File: src/rtl/census_wta_pkg.sv
// ============================================================================
// census_pkg
// Shared types and constants for the census winner-take-all selector.
// Revision: 1.0
// ============================================================================
`default_nettype none

package census_pkg;

  localparam int DEF_COST_W = 8;
  localparam int DEF_DISP_W = 8;

  typedef logic [DEF_COST_W-1:0] cost_t;

  localparam cost_t COST_MAX = '1;

  typedef enum logic [0:0] {
    ST_SCAN = 1'b0,
    ST_HOLD = 1'b1
  } state_t;

endpackage

`default_nettype wire

File: src/rtl/census_wta_min2.sv
// ============================================================================
// census_min2
// Combinational best/second-best cost update for one disparity beat.
// Second-best tracking is compiled only with CENSUS_WTA_UNIQUE_EN.
// Revision: 1.0
// ============================================================================
`default_nettype none

module census_min2 #(
  parameter int COST_W = 8,
  parameter int DISP_W = 8
) (
  input  logic              i_first,
  input  logic [COST_W-1:0] i_cost,
  input  logic [DISP_W-1:0] i_idx,
  input  logic [COST_W-1:0] i_best,
  input  logic [DISP_W-1:0] i_best_idx,
`ifdef CENSUS_WTA_UNIQUE_EN
  input  logic [COST_W-1:0] i_second,
  output logic [COST_W-1:0] o_second,
`endif
  output logic [COST_W-1:0] o_best,
  output logic [DISP_W-1:0] o_best_idx
);

  // Strict less-than keeps the lower disparity on a tie.
  always_comb begin
    o_best     = i_best;
    o_best_idx = i_best_idx;
    if (i_first) begin
      o_best     = i_cost;
      o_best_idx = '0;
    end else if (i_cost < i_best) begin
      o_best     = i_cost;
      o_best_idx = i_idx;
    end
  end

`ifdef CENSUS_WTA_UNIQUE_EN
  always_comb begin
    o_second = i_second;
    if (i_first) begin
      o_second = '1;
    end else if (i_cost < i_best) begin
      if (i_best < i_second) o_second = i_best;
    end else if (i_cost < i_second) begin
      o_second = i_cost;
    end
  end
`endif

endmodule

`default_nettype wire

File: src/rtl/census_wta.sv
// ============================================================================
// census_wta
// Winner-take-all disparity selector with valid/ready streams on both sides.
// Optional uniqueness test enabled by macro CENSUS_WTA_UNIQUE_EN.
// Revision: 1.0
// ============================================================================
`default_nettype none

module census_wta
  import census_pkg::*;
#(
  parameter int DISP_MAX    = 64,
  parameter int COST_W      = DEF_COST_W,
  parameter int DISP_W      = DEF_DISP_W,
  parameter int UNIQ_MARGIN = 4
) (
  input  logic              iClk,
  input  logic              iReset_n,
  input  logic              iClear,
  input  logic [COST_W-1:0] iCost,
  input  logic              iValid,
  input  logic              iLast,
  output logic              oReady,
  output logic [DISP_W-1:0] oDisp,
  output logic [COST_W-1:0] oCost,
  output logic              oUnique,
  output logic              oValid,
  input  logic              iReady,
  output logic [31:0]       oCnt,
  output logic              oOverrun
);

  if (DISP_MAX < 2 || DISP_MAX > 256 || DISP_MAX > (1 << DISP_W) ||
      UNIQ_MARGIN >= (1 << COST_W)) begin : g_param_err
    $error("census_wta: illegal parameter combination");
  end

  state_t              state_q, state_d;
  logic [DISP_W-1:0]   disp_q, disp_d;
  logic [COST_W-1:0]   best_q, best_d;
  logic [DISP_W-1:0]   idx_q, idx_d;
  logic [DISP_W-1:0]   res_disp_q, res_disp_d;
  logic [COST_W-1:0]   res_cost_q, res_cost_d;
  logic                uniq_q, uniq_d;
  logic [31:0]         cnt_q, cnt_d;
  logic                overrun_q, overrun_d;

  logic                valid;
  logic                accept;
  logic                first;
  logic                at_end;
  logic                pix_end;
  logic [COST_W-1:0]   nxt_best;
  logic [DISP_W-1:0]   nxt_idx;
  logic                uniq_calc;

  assign valid   = (state_q == ST_HOLD);
  assign oReady  = !valid || iReady;
  assign accept  = iValid && oReady;
  assign first   = (disp_q == '0);
  assign at_end  = (disp_q == DISP_W'(DISP_MAX - 1));
  assign pix_end = accept && (iLast || at_end);

`ifdef CENSUS_WTA_UNIQUE_EN
  logic [COST_W-1:0]   second_q, second_d;
  logic [COST_W-1:0]   nxt_second;

  census_min2 #(.COST_W(COST_W), .DISP_W(DISP_W)) u_min2 (
    .i_first    (first),
    .i_cost     (iCost),
    .i_idx      (disp_q),
    .i_best     (best_q),
    .i_best_idx (idx_q),
    .i_second   (second_q),
    .o_second   (nxt_second),
    .o_best     (nxt_best),
    .o_best_idx (nxt_idx)
  );

  // A lone disparity has no competitor, so it is unique by definition.
  assign uniq_calc = first || ((nxt_second - nxt_best) >= COST_W'(UNIQ_MARGIN));
`else
  census_min2 #(.COST_W(COST_W), .DISP_W(DISP_W)) u_min2 (
    .i_first    (first),
    .i_cost     (iCost),
    .i_idx      (disp_q),
    .i_best     (best_q),
    .i_best_idx (idx_q),
    .o_best     (nxt_best),
    .o_best_idx (nxt_idx)
  );

  assign uniq_calc = 1'b1;
`endif

  always_comb begin
    state_d    = state_q;
    disp_d     = disp_q;
    best_d     = best_q;
    idx_d      = idx_q;
    res_disp_d = res_disp_q;
    res_cost_d = res_cost_q;
    uniq_d     = uniq_q;
    cnt_d      = cnt_q;
    overrun_d  = overrun_q;
`ifdef CENSUS_WTA_UNIQUE_EN
    second_d   = second_q;
`else
    uniq_d     = 1'b1;
`endif
    if (iClear) begin
      state_d   = ST_SCAN;
      disp_d    = '0;
      cnt_d     = '0;
      overrun_d = 1'b0;
    end else begin
      if (valid && iReady) begin
        cnt_d   = cnt_q + 32'd1;
        state_d = ST_SCAN;
      end
      if (accept) begin
        best_d = nxt_best;
        idx_d  = nxt_idx;
`ifdef CENSUS_WTA_UNIQUE_EN
        second_d = nxt_second;
`endif
        if (pix_end) begin
          res_disp_d = nxt_idx;
          res_cost_d = nxt_best;
          uniq_d     = uniq_calc;
          state_d    = ST_HOLD;
          disp_d     = '0;
          if (!iLast) overrun_d = 1'b1;
        end else begin
          disp_d = disp_q + 1'b1;
        end
      end
    end
  end

  always_ff @(posedge iClk or negedge iReset_n) begin
    if (!iReset_n) begin
      state_q    <= ST_SCAN;
      disp_q     <= '0;
      best_q     <= '1;
      idx_q      <= '0;
      res_disp_q <= '0;
      res_cost_q <= '1;
      uniq_q     <= 1'b0;
      cnt_q      <= '0;
      overrun_q  <= 1'b0;
`ifdef CENSUS_WTA_UNIQUE_EN
      second_q   <= '1;
`endif
    end else begin
      state_q    <= state_d;
      disp_q     <= disp_d;
      best_q     <= best_d;
      idx_q      <= idx_d;
      res_disp_q <= res_disp_d;
      res_cost_q <= res_cost_d;
      uniq_q     <= uniq_d;
      cnt_q      <= cnt_d;
      overrun_q  <= overrun_d;
`ifdef CENSUS_WTA_UNIQUE_EN
      second_q   <= second_d;
`endif
    end
  end

  assign oValid   = valid;
  assign oDisp    = res_disp_q;
  assign oCost    = res_cost_q;
  assign oUnique  = uniq_q;
  assign oCnt     = cnt_q;
  assign oOverrun = overrun_q;

endmodule

`default_nettype wire

File: config.mk
export PLATFORM = sky130hd
export DESIGN_NAME = census_wta
export DESIGN_NICKNAME = d
export VERILOG_FILES = /design/src/rtl/census_wta_pkg.sv /design/src/rtl/census_wta_min2.sv /design/src/rtl/census_wta.sv
export SDC_FILE = /design/constraint.sdc
export NUM_CORES = 1
export LEC_CHECK = 0
export BUFFER_PORTS_ARGS = -buffer_cell sky130_fd_sc_hd__buf_4
export CELL_PAD_IN_SITES_DETAIL_PLACEMENT = 0
export CELL_PAD_IN_SITES_GLOBAL_PLACEMENT = 1
export CORE_MARGIN = 10
export CORE_UTILIZATION = 35
export CTS_CLUSTER_SIZE = 10
export DETAILED_ROUTE_END_ITERATION = 12
export GPL_TIMING_DRIVEN = 0
export PLACE_DENSITY = 0.67
export SLEW_MARGIN = 20
export SYNTH_ARGS = -nofsm -noshare
export SYNTH_HDL_FRONTEND = slang
export SYNTH_HIERARCHICAL = 1
export SYNTH_SLANG_ARGS = --single-unit
File: constraint.sdc
create_clock -name iClk -period 3.79 [get_ports iClk]
set_input_delay 0.1895 -clock iClk [delete_from_list [all_inputs] [get_ports iClk]]
set_output_delay 0.1895 -clock iClk [all_outputs]
set_load 0.02 [all_outputs]
# Word level (Yosys, flattened, before mapping)
# Cells that the tools add are included.
[word_totals]
reg_bits = 75
in_bits = 14
wordCells = 45
[classes]
reduce_logical = 13
eq_ne = 2
bitwise = 1
muxes = 17
magnitude_cmp = 1
addsub = 2
[ops]
columns = ["operator", "count"]
rows = [
  ["$mux 32", 2],
  ["$mux 8", 7],
  ["$add 32x1->32 const B", 1],
  ["$add 8x1->8 const B", 1],
  ["$eq 8x6->1 const B", 1],
  ["$logic_not 8->1", 1],
  ["$lt 8x8->1", 1],
  ["$mux 1", 8],
  ["$reduce_and 3->1", 2],
  ["$reduce_bool 2->1", 3],
  ["$logic_and 1x1->1", 3],
  ["$logic_or 1x1->1", 2],
  ["$ne 2x2->1 const B", 1],
  ["$reduce_and 2->1", 1],
  ["$logic_not 1->1", 1],
  ["$not 1->1", 1],
]

# Depth between registers and ports, before layout
# Gate-level depths: netlist (run 1).
[depth]
word_depth = 7
ltp_mapped = 9

# By module
# The synthesis (run 1) kept the hierarchy.
[modules_own_cells]
columns = ["mod", "instances", "cells_each", "area_each_um2"]
rows = [
  ["census_wta", 1, 311, 3458.3],
  ["census_min2", 1, 52, 456.7],
]

# Least setup slack after synthesis (run 1)
# Ideal clock, no wire load.
[synth_timing]
kind = "register to register"
from = "register best_q[1]"
to = "register best_q[0]"
setup_slack_ns = 1.607
setup_ns = 0.082
arrival_ns = 2.101
required_time_ns = 3.708
path_stages_with_launch = 9
synth_period_minus_slack_ns = 2.183
cell_sequence = "dfstp_2 -> inv_1 -> ha_1 -> a2111o_1 -> a21oi_1 -> buf_6 -> nor2_8 -> mux2_4 -> mux2_2"
[synth_between]
elab_chain_len = 3
[synth_rtl]
columns = ["item", "line_no", "source"]
rows = [
  ["start: declaration", "census_wta.sv:40", "logic [COST_W-1:0] best_q, best_d;"],
  ["start signal: assignment", "census_wta.sv:158", "best_q <= best_d;"],
  ["$lt 8x8->1", "census_wta_min2.sv:33", "end else if (i_cost < i_best) begin"],
  ["$mux 8", "census_wta_min2.sv:33", ""],
  ["$mux 8", "census_wta_min2.sv:30", "if (i_first) begin"],
  ["via nxt_best[0]", "census_wta.sv:53", "logic [COST_W-1:0] nxt_best;"],
]
# The timed path passes the listed nets, and every way through them passes these cells.
# A chain may end at the register's enable or synchronous reset.

# Worst setup path in the final report (run 1)
[layout_timing]
from = "register disp_q[0]"
to = "register res_disp_q[0] (netlist: oDisp[0])"
[layout_between]
elab_chain_len = 4
elab_cells_between_ends = 7
classes_between = "eq/ne (1); mux (2); reduce/logical (4)"
[layout_rtl]
columns = ["item", "line_no", "source"]
rows = [
  ["start: declaration", "census_wta.sv:39", "logic [DISP_W-1:0] disp_q, disp_d;"],
  ["start signal: assignment", "census_wta.sv:157", "disp_q <= disp_d;"],
  ["$eq 8x6->1", "census_wta.sv:61", "assign at_end = (disp_q == DISP_W'(DISP_MAX - 1));"],
  ["$logic_or 1x1->1", "census_wta.sv:62", "assign pix_end = accept && (iLast || at_end);"],
  ["$logic_and 1x1->1", "census_wta.sv:62", ""],
  ["$reduce_and 3->1 (no source line)", "-", ""],
  ["end signal: assignment", "census_wta.sv:160", "res_disp_q <= res_disp_d;"],
  ["end: declaration", "census_wta.sv:42", "logic [DISP_W-1:0] res_disp_q, res_disp_d;"],
]
# Several ways; a longest one is shown, not always the timed one.

==> run metrics, run 1 <==
Fillers=1,068; hold buffers post-CTS=0; NumNets Final=between 400 and 500; Psw=0.469 mW; CTS Buffer Depth=2; Most used DFF post-synth=dfrtp_1; PostCTS Resize Cnt=0; unrepaired setup endpoints after global routing=false; clock share of power=0.342; Worst Setup Slack, final=around 1.3 ns; min cycle time layout=2.47 ns; Area contributors post-synth=dfrtp_1 (38%), dfstp_2 (11%), mux2_2 (8.6%); R2R setup slack=roughly 1.3 ns; initial antenna violation count=0; DRC Markers=0; top cell type's share of synthesized area=0.377; routed len/inst=around 17 µm; Net Count, Synth=387; final std cells w/o fill=583; GRT overflow=0; antenna cells=0; Layout area overhead=21.7%; die height=126 µm; GPL Wtd Cong=0.795; Worst-path clk slew=0.08 ns; Vias/cell=5.26; row count=38; Place WS=roughly 1.3 ns; max-slew violations=0; CP Capture Type=flip-flop; CTS tree=built; final setup TNS=0 ns; Worst EP required=4.01 ns; IO Port Bufs=64; worst vdd ir=about 160 µV; Yosys cell types=44; count of final setup violators=0; Initial DRC Count=approximately 160; fmax=~0.40 GHz; Sink Count=75; Root Buffer=clkbuf_8; synthesized instance count=approximately 360; H-tree lvl count=3; FF-to-FF Start=disp_q[0]; Final Hold Viols=3; DPL Wire Length=6.92 mm; Die ar.=15,800 µm²; multi-input logic area=roughly 1900 µm²; DR pass1 iterations=4; Post-synth top cells=dfrtp_1 (59), a21oi_1 (34), mux2_2 (30), nor2_1 (24), nand2_1 (18); core area=10,900 µm²; EDFF count, synth=0; Clk Latency, worst-skew pair=around 0.34 ns; Max FO, Critical Path=10; post-CTS setup buffers=0; total CTS buffers=9; sw frac=0.262; CP Data Arrival Time=2.69 ns; Routed Antenna Nets=0; top-count cell post-synth=dfrtp_1; P_leak=between 2 and 2.5 nW; Hold Path Class=input pin to asynchronous set/reset pin; sequential area share after synthesis=0.484; vias in the first global route=3,105; largest net degree at the start of global routing=76; failing checks=negative hold slack; Tot Pwr=roughly 1.8 mW; worst reg2reg endpoint=oDisp[0]; r2r worst-path depth=7; final hold slack=-0.0137 ns; max_cap viols=0; FFs w/ async S/R, synth=1.00; Logic pwr share=0.157; Starting Density=0.360; FF/Latch Area=1900 µm²; status=complete, but fails checks; average size of a mapped cell=between 10 and 15 µm²; worst setup path class=flip-flop to flip-flop; Relative slew margins=0.363; Least-Margin Pin Slew=0.955 ns; Clock Skew=around 0.010 ns; IO Count=66; Tcrit/Tclk final=0.652; Pwr Density=376 nW/µm²; first-pass GRT wire length=16.4 mm; synthesized cell area=3920 µm²; Synth Warn #=6; vias=3,068; final WL=9.71 mm; cell taking the most area after synthesis=dfrtp_1; dpl cells=567; sequential power share=0.502; Die W=roughly 130 µm; Total GRT Usage=0.122; startpoint types=flip-flop; #FFs+latches synth=75; Internal=1.32 mW; share of cells above drive strength 1=0.332
==> critical path, cell delays in order, from the launching register on <==
cell and delay (ns):
dfrtp_1 0.42, ha_1 0.20, and3_1 0.14, buf_2 0.14, a41oi_2 0.30, nor3_4 0.50, buf_4 0.29, mux2_2 0.35
==> cells by family (layout without fill, tap and decap cells) <==
family	after synthesis	in the layout	synth area share
AND/OR/NAND/NOR	117	117	0.174
flip-flops	75	75	0.485
AO/OA/AOI/OAI	68	68	0.103
multiplexers	48	48	0.143
buffers and inverters	35	115	0.0422
adder cells (fa/ha/maj)	10	10	0.0320
XOR/XNOR	9	9	0.0201
other	1	1	0.000958
==> routing by layer <==
layer	global-route usage	up-vias	routed length [µm]
met4	0.0301	0	88
li1	-	1481	-
met5	0	-	0
met2	0.196	47	4650
met1	0.159	1533	4610
met3	0.0319	7	361
==> area by class of cell <==
cell class | count | share of cell area
flip-flops and latches | 75 | 0.398
multi-input cells | 253 | 0.389
repair buffers | 64 | 0.101
well taps | 140 | 0.0368
clock buffers | 11 | 0.0297
plain buffers | 20 | 0.0228
inverters | 15 | 0.0118
clock inverters | 5 | 0.0110
==> power groups by stage <==
| stage | combinational, mW | sequential [mW] | clock (mW) |
|---|---|---|---|
| floorplan | 0.156 | 0.939 | 0 |
| global placement | 0.285 | 0.912 | 0 |
| detailed placement | 0.286 | 0.914 | 0 |
| CTS | 0.287 | 0.899 | 0.634 |
| global route | 0.310 | 0.905 | 0.676 |
| finish | 0.280 | 0.898 | 0.611 |
==> sequential cells by signal (all words and copies together) (netlist names) <==
register  count
oOverrun      1
idx_q         8
oDisp         8
disp_q        8
oCnt         32
oUnique       1
oCost         8
oValid        1
best_q        8
==> worst max path at each step <==
stage	startpoint	to	slack, ns
after floorplan	best_q[1]	best_q[0]	1.61
after global placement	disp_q[1]	oDisp[1]	1.29
after detailed placement	disp_q[0]	oDisp[4]	1.28
after CTS	disp_q[0]	oDisp[0]	1.27
after global routing	disp_q[1]	oDisp[0]	1.15
final	disp_q[0]	oDisp[0]	1.32
==> cell usage in the layout, fill, tap and decap left out, drive strengths merged, types with 2 or more instances in the layout <==
| cell | count |
|---|---|
| dfstp | 16 |
| buf | 75 |
| nand4b | 4 |
| and2 | 2 |
| nand3 | 15 |
| nor3 | 2 |
| nor2 | 25 |
| nand2 | 18 |
| and3 | 5 |
| nand3b | 2 |
| xor2 | 8 |
| nand4 | 10 |
| a31oi | 4 |
| dfrtp | 59 |
| mux2 | 40 |
| a21oi | 34 |
| or3 | 7 |
| inv | 15 |
| clkbuf | 20 |
| or4 | 17 |
| and4 | 3 |
| nand2b | 3 |
| mux2i | 8 |
| o31ai | 15 |
| o21ai | 12 |
| ha | 10 |
| clkinv | 3 |
==> metrics by stage <==
step | utilization | cell area (µm²) | hold slack [ns]
4_1_cts | 0.438 | 4760 | 0.0390
5_1_grt | 0.438 | 4760 | 0.0625
3_3_place_gp | 0.420 | 4570 | 0.422
3_5_place_dp | 0.420 | 4570 | 0.417
6_report | 0.438 | 4760 | -0.0137
2_1_floorplan | - | 3920 | -0.106
(Power assumes the default switching activity.)
==> run 2: changes to the inputs <==
--- a/config.mk
+++ b/config.mk
@@ -5,6 +5,7 @@
 export SDC_FILE = /design/constraint.sdc
 export NUM_CORES = 1
 export LEC_CHECK = 0
+export ABC_AREA = 1
 export BUFFER_PORTS_ARGS = -buffer_cell sky130_fd_sc_hd__buf_4
 export CELL_PAD_IN_SITES_DETAIL_PLACEMENT = 0
 export CELL_PAD_IN_SITES_GLOBAL_PLACEMENT = 1
@@ -13,7 +14,7 @@
 export CTS_CLUSTER_SIZE = 10
 export DETAILED_ROUTE_END_ITERATION = 12
 export GPL_TIMING_DRIVEN = 0
-export PLACE_DENSITY = 0.67
+export PLACE_DENSITY = 0.74
 export SLEW_MARGIN = 20
 export SYNTH_ARGS = -nofsm -noshare
 export SYNTH_HDL_FRONTEND = slang
==> constraint.sdc (replaced) <==
create_clock -name iClk -period 2.15 [get_ports iClk]
set_input_delay 0.1075 -clock iClk [delete_from_list [all_inputs] [get_ports iClk]]
set_output_delay 0.1075 -clock iClk [all_outputs]
set_load 0.02 [all_outputs]
==> run metrics, run 2 <==
status=finished, final reports clean; R2R setup slack=0.26 ns (-1.06 ns); CTS tree=built; Root Buffer=clkbuf_16; Vias/cell=4.68 (-11%); Clk Latency, worst-skew pair=0.34 ns (about the same); Least-Margin Pin Slew=1.03 ns (+0.0716 ns); number of flip-flops in the largest register=32 (unchanged); unrepaired setup endpoints after global routing=false; Net Count, Synth=658 (+70%); DRC Markers=0 (unchanged); synthesized instance count=634 (+75%); die height=133 µm (+5.6%); Hold Path Origin=iReady; final WL=12.6 mm (+30%); sequential area share after synthesis=0.425 (-0.0590); first-pass GRT wire length=21.1 mm (+29%); dpl cells=870 (+53%); DPL Wire Length=9.43 mm (+36%); Tcrit/Tclk final=0.880 (+0.228); startpoint types=flip-flop; share of cells above drive strength 1=0.193 (-0.139); Place WS=0.0430 ns (-1.24 ns); vias=4,148 (+35%); CP Data Arrival Time=2.12 ns (-0.57 ns); worst setup path class=flip-flop to flip-flop; Relative slew margins=0.315 (-0.0478); row count=41 (+7.9%); Post-synth top cells=nand2_1 (220), nor2_1 (83), inv_1 (73), dfrtp_1 (59), nand3_1 (45); largest net degree at the start of global routing=76 (unchanged); synthesized cell area=4460 µm² (+14%); placed instance area=5150 µm² (+13%); total CTS buffers=9 (unchanged); max_cap viols=0 (unchanged); count of final setup violators=0 (unchanged); most frequent cells in the layout=nand2_1 (220), nor2_1 (83), inv_1 (73), buf_4 (64), dfrtp_1 (59); average size of a mapped cell=7.03 µm² (-35%); final instance area=5480 µm² (+15%); Die ar.=17,700 µm² (+12%); Max FO, Critical Path=10 (unchanged); Total GRT Usage=0.146 (+0.0248); cell taking the most area after synthesis=dfrtp_1; final std cells w/o fill=887 (+52%); Die W=133 µm (+5.6%); Critical Path Sink=idx_q[4]; DR pass1 iterations=4 (unchanged); CP Capture Type=flip-flop; worst vdd ir=416 µV (+160%); #FFs+latches synth=75 (unchanged); EDFF count, synth=0 (unchanged); NumNets Final=734 (+59%); antenna cells=0 (unchanged); vias in the first global route=4,088 (+32%); Routed Antenna Nets=0 (unchanged); routed len/inst=14.2 µm (-15%); top-count cell post-synth=nand2_1; Yosys cell types=34 (-23%); top cell type's share of synthesized area=0.331 (-0.0459); CTS Buffer Depth=2 (unchanged); GRT overflow=0 (unchanged); initial antenna violation count=0 (unchanged); final setup TNS=0 ns (unchanged); P_leak=2.79 nW (+33%); commonest non-fill, non-tap cell in the layout=nand2_1; Pwr Density=696 nW/µm² (+85%); Worst-path clk slew=0.06 ns (-0.02 ns); GPL Wtd Cong=0.844 (+6.1%); Layout area overhead=23.0%; min cycle time layout=1.89 ns (-0.581 ns); worst reg2reg endpoint=idx_q[4]; mux cell area share after synthesis=0 (-0.143); max-slew violations=0 (unchanged); r2r worst-path depth=10 (+3); core area=12,600 µm² (+15%); FFs w/ async S/R, synth=1.00 (unchanged); XOR/XNOR Fraction of Synth Area=0.00589 (-0.0142); Worst EP required=2.38 ns (-1.63 ns); H-tree lvl count=3 (unchanged); Initial DRC Count=219 (+34%); largest family of logic cells by synthesized area=simple AND/OR/NAND/NOR gates; Synth Warn #=6 (unchanged); post-CTS setup buffers=0 (unchanged); Starting Density=0.355 (-0.00487); Sink Count=75 (unchanged); Hold Path Class=input pin to flip-flop; Tot Pwr=3.82 mW (+110%); Area contributors post-synth=dfrtp_1 (33%), nand2_1 (19%), dfstp_2 (9.4%); Post-Synth Simple-Gate Area=0.378 (+0.204); Most used DFF post-synth=dfrtp_1; Worst Setup Slack, final=0.258 ns (-1.06 ns); IO Port Bufs=64 (unchanged); IO Count=66 (unchanged); Adder-Cell Fraction of Synth Area=0.0281 (-0.00389); Clock Skew=0.00369 ns (-0.00636 ns); FF-to-FF Start=disp_q[0]; post-synthesis compound-gate area fraction=0.0676 (-0.0353); Setup crit start=disp_q[0]; fmax=0.528 GHz (+31%); Final Hold Viols=0 (-3)
-- run 2: repair_timing --
action,4_1_cts,5_1_grt
hold endpoints to repair,59,0
hold buffers,1,0
endpoints found under the setup margin,0,32
resized for setup,0,1
-- run 2: how the worst min path moves through the flow --
stage	end	slack (ns)	depth (start not counted)
4_1_cts	oValid	0.05	4
5_1_grt	oValid	0.08	4
3_3_place_gp	oCnt[12]	0.36	1
3_5_place_dp	oCnt[12]	0.35	1
2_1_floorplan	disp_q[0]	-0.19	0
6_report	oValid	0.06	4
-- run 2: layout make-up --
| cell class | count | area, µm² |
|---|---|---|
| flip-flops and latches | 75 | 1900 |
| clock inverters | 3 | 15.0 |
| fillers | 1351 | 7090 |
| repair buffers | 65 | 490 |
| clock buffers | 13 | 303 |
| inverters | 81 | 307 |
| well taps | 172 | 215 |
| plain buffers | 15 | 111 |
| multi-input cells | 463 | 2140 |
-- run 2: per-stage QoR --
stage,utilization,hold WS (ns)
finish,0.436,0.0631
global route,0.436,0.0831
CTS,0.436,0.0532
detailed placement,0.410,0.352
global placement,0.410,0.355
floorplan,-,-0.188
-- run 2: cell families (layout without fill, tap and decap cells) --
| family | after synthesis | in the layout |
|---|---|---|
| adders and majority gates | 10 | 10 |
| xor gates and xnor gates | 3 | 3 |
| other | 1 | 1 |
| DFF | 75 | 75 |
| buffers and inverters | 96 | 177 |
| AOI/OAI and AO/OA | 59 | 59 |
| and+or+nand+nor | 390 | 390 |
-- run 2: critical path: stages, from the launching register on --
cell and delay [ns]:
dfrtp_1 0.46, inv_1 0.12, ha_1 0.16, inv_1 0.04, nor4_1 0.33, inv_2 0.18
buf_2 0.22, nand2_1 0.09, nor2_1 0.05, nand2_1 0.06, nand2_1 0.06
-- run 2: layer usage --
metal  wire length [µm]  track usage  part of all wire  up-vias
met1               5610        0.176              0.45     1925
met3                559       0.0314             0.044       13
met5                  0            0                 0        -
met4                162       0.0568             0.013        0
met2               6280        0.249              0.50       77
li1                   -            -                 -     2133
-- run 2: power by group --
group | switching [mW] | internal (mW) | leakage, nW
clock network | 0.613 | 0.980 | 0.162
logic | 0.389 | 0.239 | 1.64
registers | 0.0579 | 1.54 | 0.985
==> run 3: changes to the inputs <==
--- a/config.mk
+++ b/config.mk
@@ -14,7 +14,7 @@
 export CTS_CLUSTER_SIZE = 10
 export DETAILED_ROUTE_END_ITERATION = 12
 export GPL_TIMING_DRIVEN = 0
-export PLACE_DENSITY = 0.74
+export PLACE_DENSITY_LB_ADDON = 0.1
 export SLEW_MARGIN = 20
 export SYNTH_ARGS = -nofsm -noshare
 export SYNTH_HDL_FRONTEND = slang
==> run metrics, run 3 (synthesis gave the netlist of run 2 again) <==
status=finished, final reports clean; Hold Path Class=input pin to flip-flop; H-tree lvl count=3 (unchanged); antenna cells=0 (unchanged); worst setup path class=flip-flop to flip-flop; initial antenna violation count=0 (unchanged); Max FO, Critical Path=9 (-1); Die ar.=17,700 µm² (unchanged); Least-Margin Pin Slew=0.752 ns (-0.275 ns); largest net degree at the start of global routing=76 (unchanged); worst vdd ir=378 µV (-9.1%); startpoint types=flip-flop; max-slew violations=0 (unchanged); Root Buffer=clkbuf_16; NumNets Final=734 (unchanged); dpl cells=870 (unchanged); multi-input logic area=2140 µm² (unchanged); total CTS buffers=9 (unchanged); max_cap viols=0 (unchanged); vias=4,174 (+0.63%); Starting Density=0.355 (unchanged); unrepaired setup endpoints after global routing=false; share of cells above drive strength 1=0.190 (-0.00280); Max stage delay on crit path=0.53 ns (+0.07 ns); FF/Latch Area=1900 µm² (unchanged); CTS Buffer Depth=2 (unchanged); Buf/Inv on CP=2 (-2); CP Data Arrival Time=2.19 ns (+0.07 ns); first-pass GRT wire length=21.6 mm (+2.4%); CP cell instances=inv_1, ha_1, a21oi_1, o21a_1, buf_6, nand2_4, nand2_4, nand2_1, nand2_1, nand2_1, nand2_1; number of flip-flops in the largest register=32 (unchanged); Most Frequent Cell on Critical Path=nand2_1; die height=133 µm (unchanged); Layout area overhead=23.0% (about the same); Die W=133 µm (unchanged); Tot Pwr=3.85 mW (+0.91%); final std cells w/o fill=887 (unchanged); Pwr Density=702 nW/µm² (+0.85%); Worst EP required=2.43 ns (+0.05 ns); Total GRT Usage=0.153 (+0.00621); Worst Setup Slack, final=0.243 ns (-0.0144 ns); P_leak=2.78 nW (-0.15%); vias in the first global route=4,186 (+2.4%); Clock Skew=0.0105 ns (+0.00685 ns); most frequent cells in the layout=nand2_1 (220), nor2_1 (83), inv_1 (73), buf_4 (63), dfrtp_1 (59); Final Hold Viols=0 (unchanged); DPL Wire Length=9.64 mm (+2.2%); Initial DRC Count=237 (+8.2%); fmax=0.524 GHz (-0.75%); Vias/cell=4.71 (+0.63%); Worst-path clk slew=0.06 ns (about the same); DRC Markers=0 (unchanged); final setup TNS=0 ns (unchanged); final WL=13.1 mm (+3.8%); count of final setup violators=0 (unchanged); Fillers=1,339 (-0.89%); Place WS=0.0788 ns (+0.0358 ns); Relative slew margins=0.499 (+0.183); routed len/inst=14.8 µm (+3.8%); commonest non-fill, non-tap cell in the layout=nand2_1; Clk Latency, worst-skew pair=0.35 ns (about the same); final hold slack=0.0697 ns (+0.00653 ns); GPL Wtd Cong=0.822 (-2.6%); post-CTS setup buffers=0 (unchanged); GRT overflow=0 (unchanged); Critical-path top delay cell=dfstp_2; core area=12,600 µm² (unchanged); min cycle time layout=1.91 ns (+0.0144 ns); DR pass1 iterations=4 (unchanged); Routed Antenna Nets=0 (unchanged); IO Port Bufs=64 (unchanged); delay-heaviest family, CP=simple AND/OR/NAND/NOR gates; row count=41 (unchanged); CP Capture Type=flip-flop; Sink Count=75 (unchanged); Tcrit/Tclk final=0.887 (+0.00668); IO Count=66 (unchanged); CTS tree=built
[run 3: metrics by stage]
stage	utilization	cell area, µm²
after floorplan	-	4460
after global placement	0.410	5150
after detailed placement	0.410	5150
after CTS	0.436	5480
after global routing	0.436	5490
final	0.436	5490
[run 3: final timing paths]
| kind | start | end | slack (ns) | cells after the start |
|---|---|---|---|---|
| worst max register to register | best_q[7] | best_q[4] | 0.24 | 11 |
| worst max-delay path | best_q[7] | best_q[4] | 0.24 | 11 |
| worst min-delay path | iClear | oValid | 0.07 | 2 |
| worst min register to register | best_q[7] | best_q[7] | 0.47 | 2 |
| max in group asynchronous | iReset_n | oDisp[5] | 1.25 | 2 |
| min in group asynchronous | iReset_n | oCnt[12] | 0.33 | 2 |
[run 3: power by group]
part	internal, mW	switching (mW)
clock	1.03	0.596
sequential	1.54	0.0558
combinational	0.239	0.395
total	2.80	1.05
[run 3: what timing repair did]
action / 4_1_cts / 5_1_grt
resized for setup: 0 / 1
endpoints found under the hold margin: 46 / 0
setup endpoints to repair: 0 / 25
hold buffers: 1 / 0
[run 3: layer usage]
metal | vias up | wire (µm) | global-route usage
met5 | - | 0 | 0
met4 | 0 | 227 | 0.0581
met3 | 13 | 579 | 0.0269
met2 | 68 | 6760 | 0.274
met1 | 1961 | 5520 | 0.175
li1 | 2132 | - | -
[run 3: cell type report]
type	count	area share
plain buffers	15	0.0203
clock buffers	15	0.0525
clock inverters	1	0.00547
inverters	81	0.0559
multi-input cells	463	0.391
flip-flops and latches	75	0.346
well taps	172	0.0392
repair buffers	65	0.0901
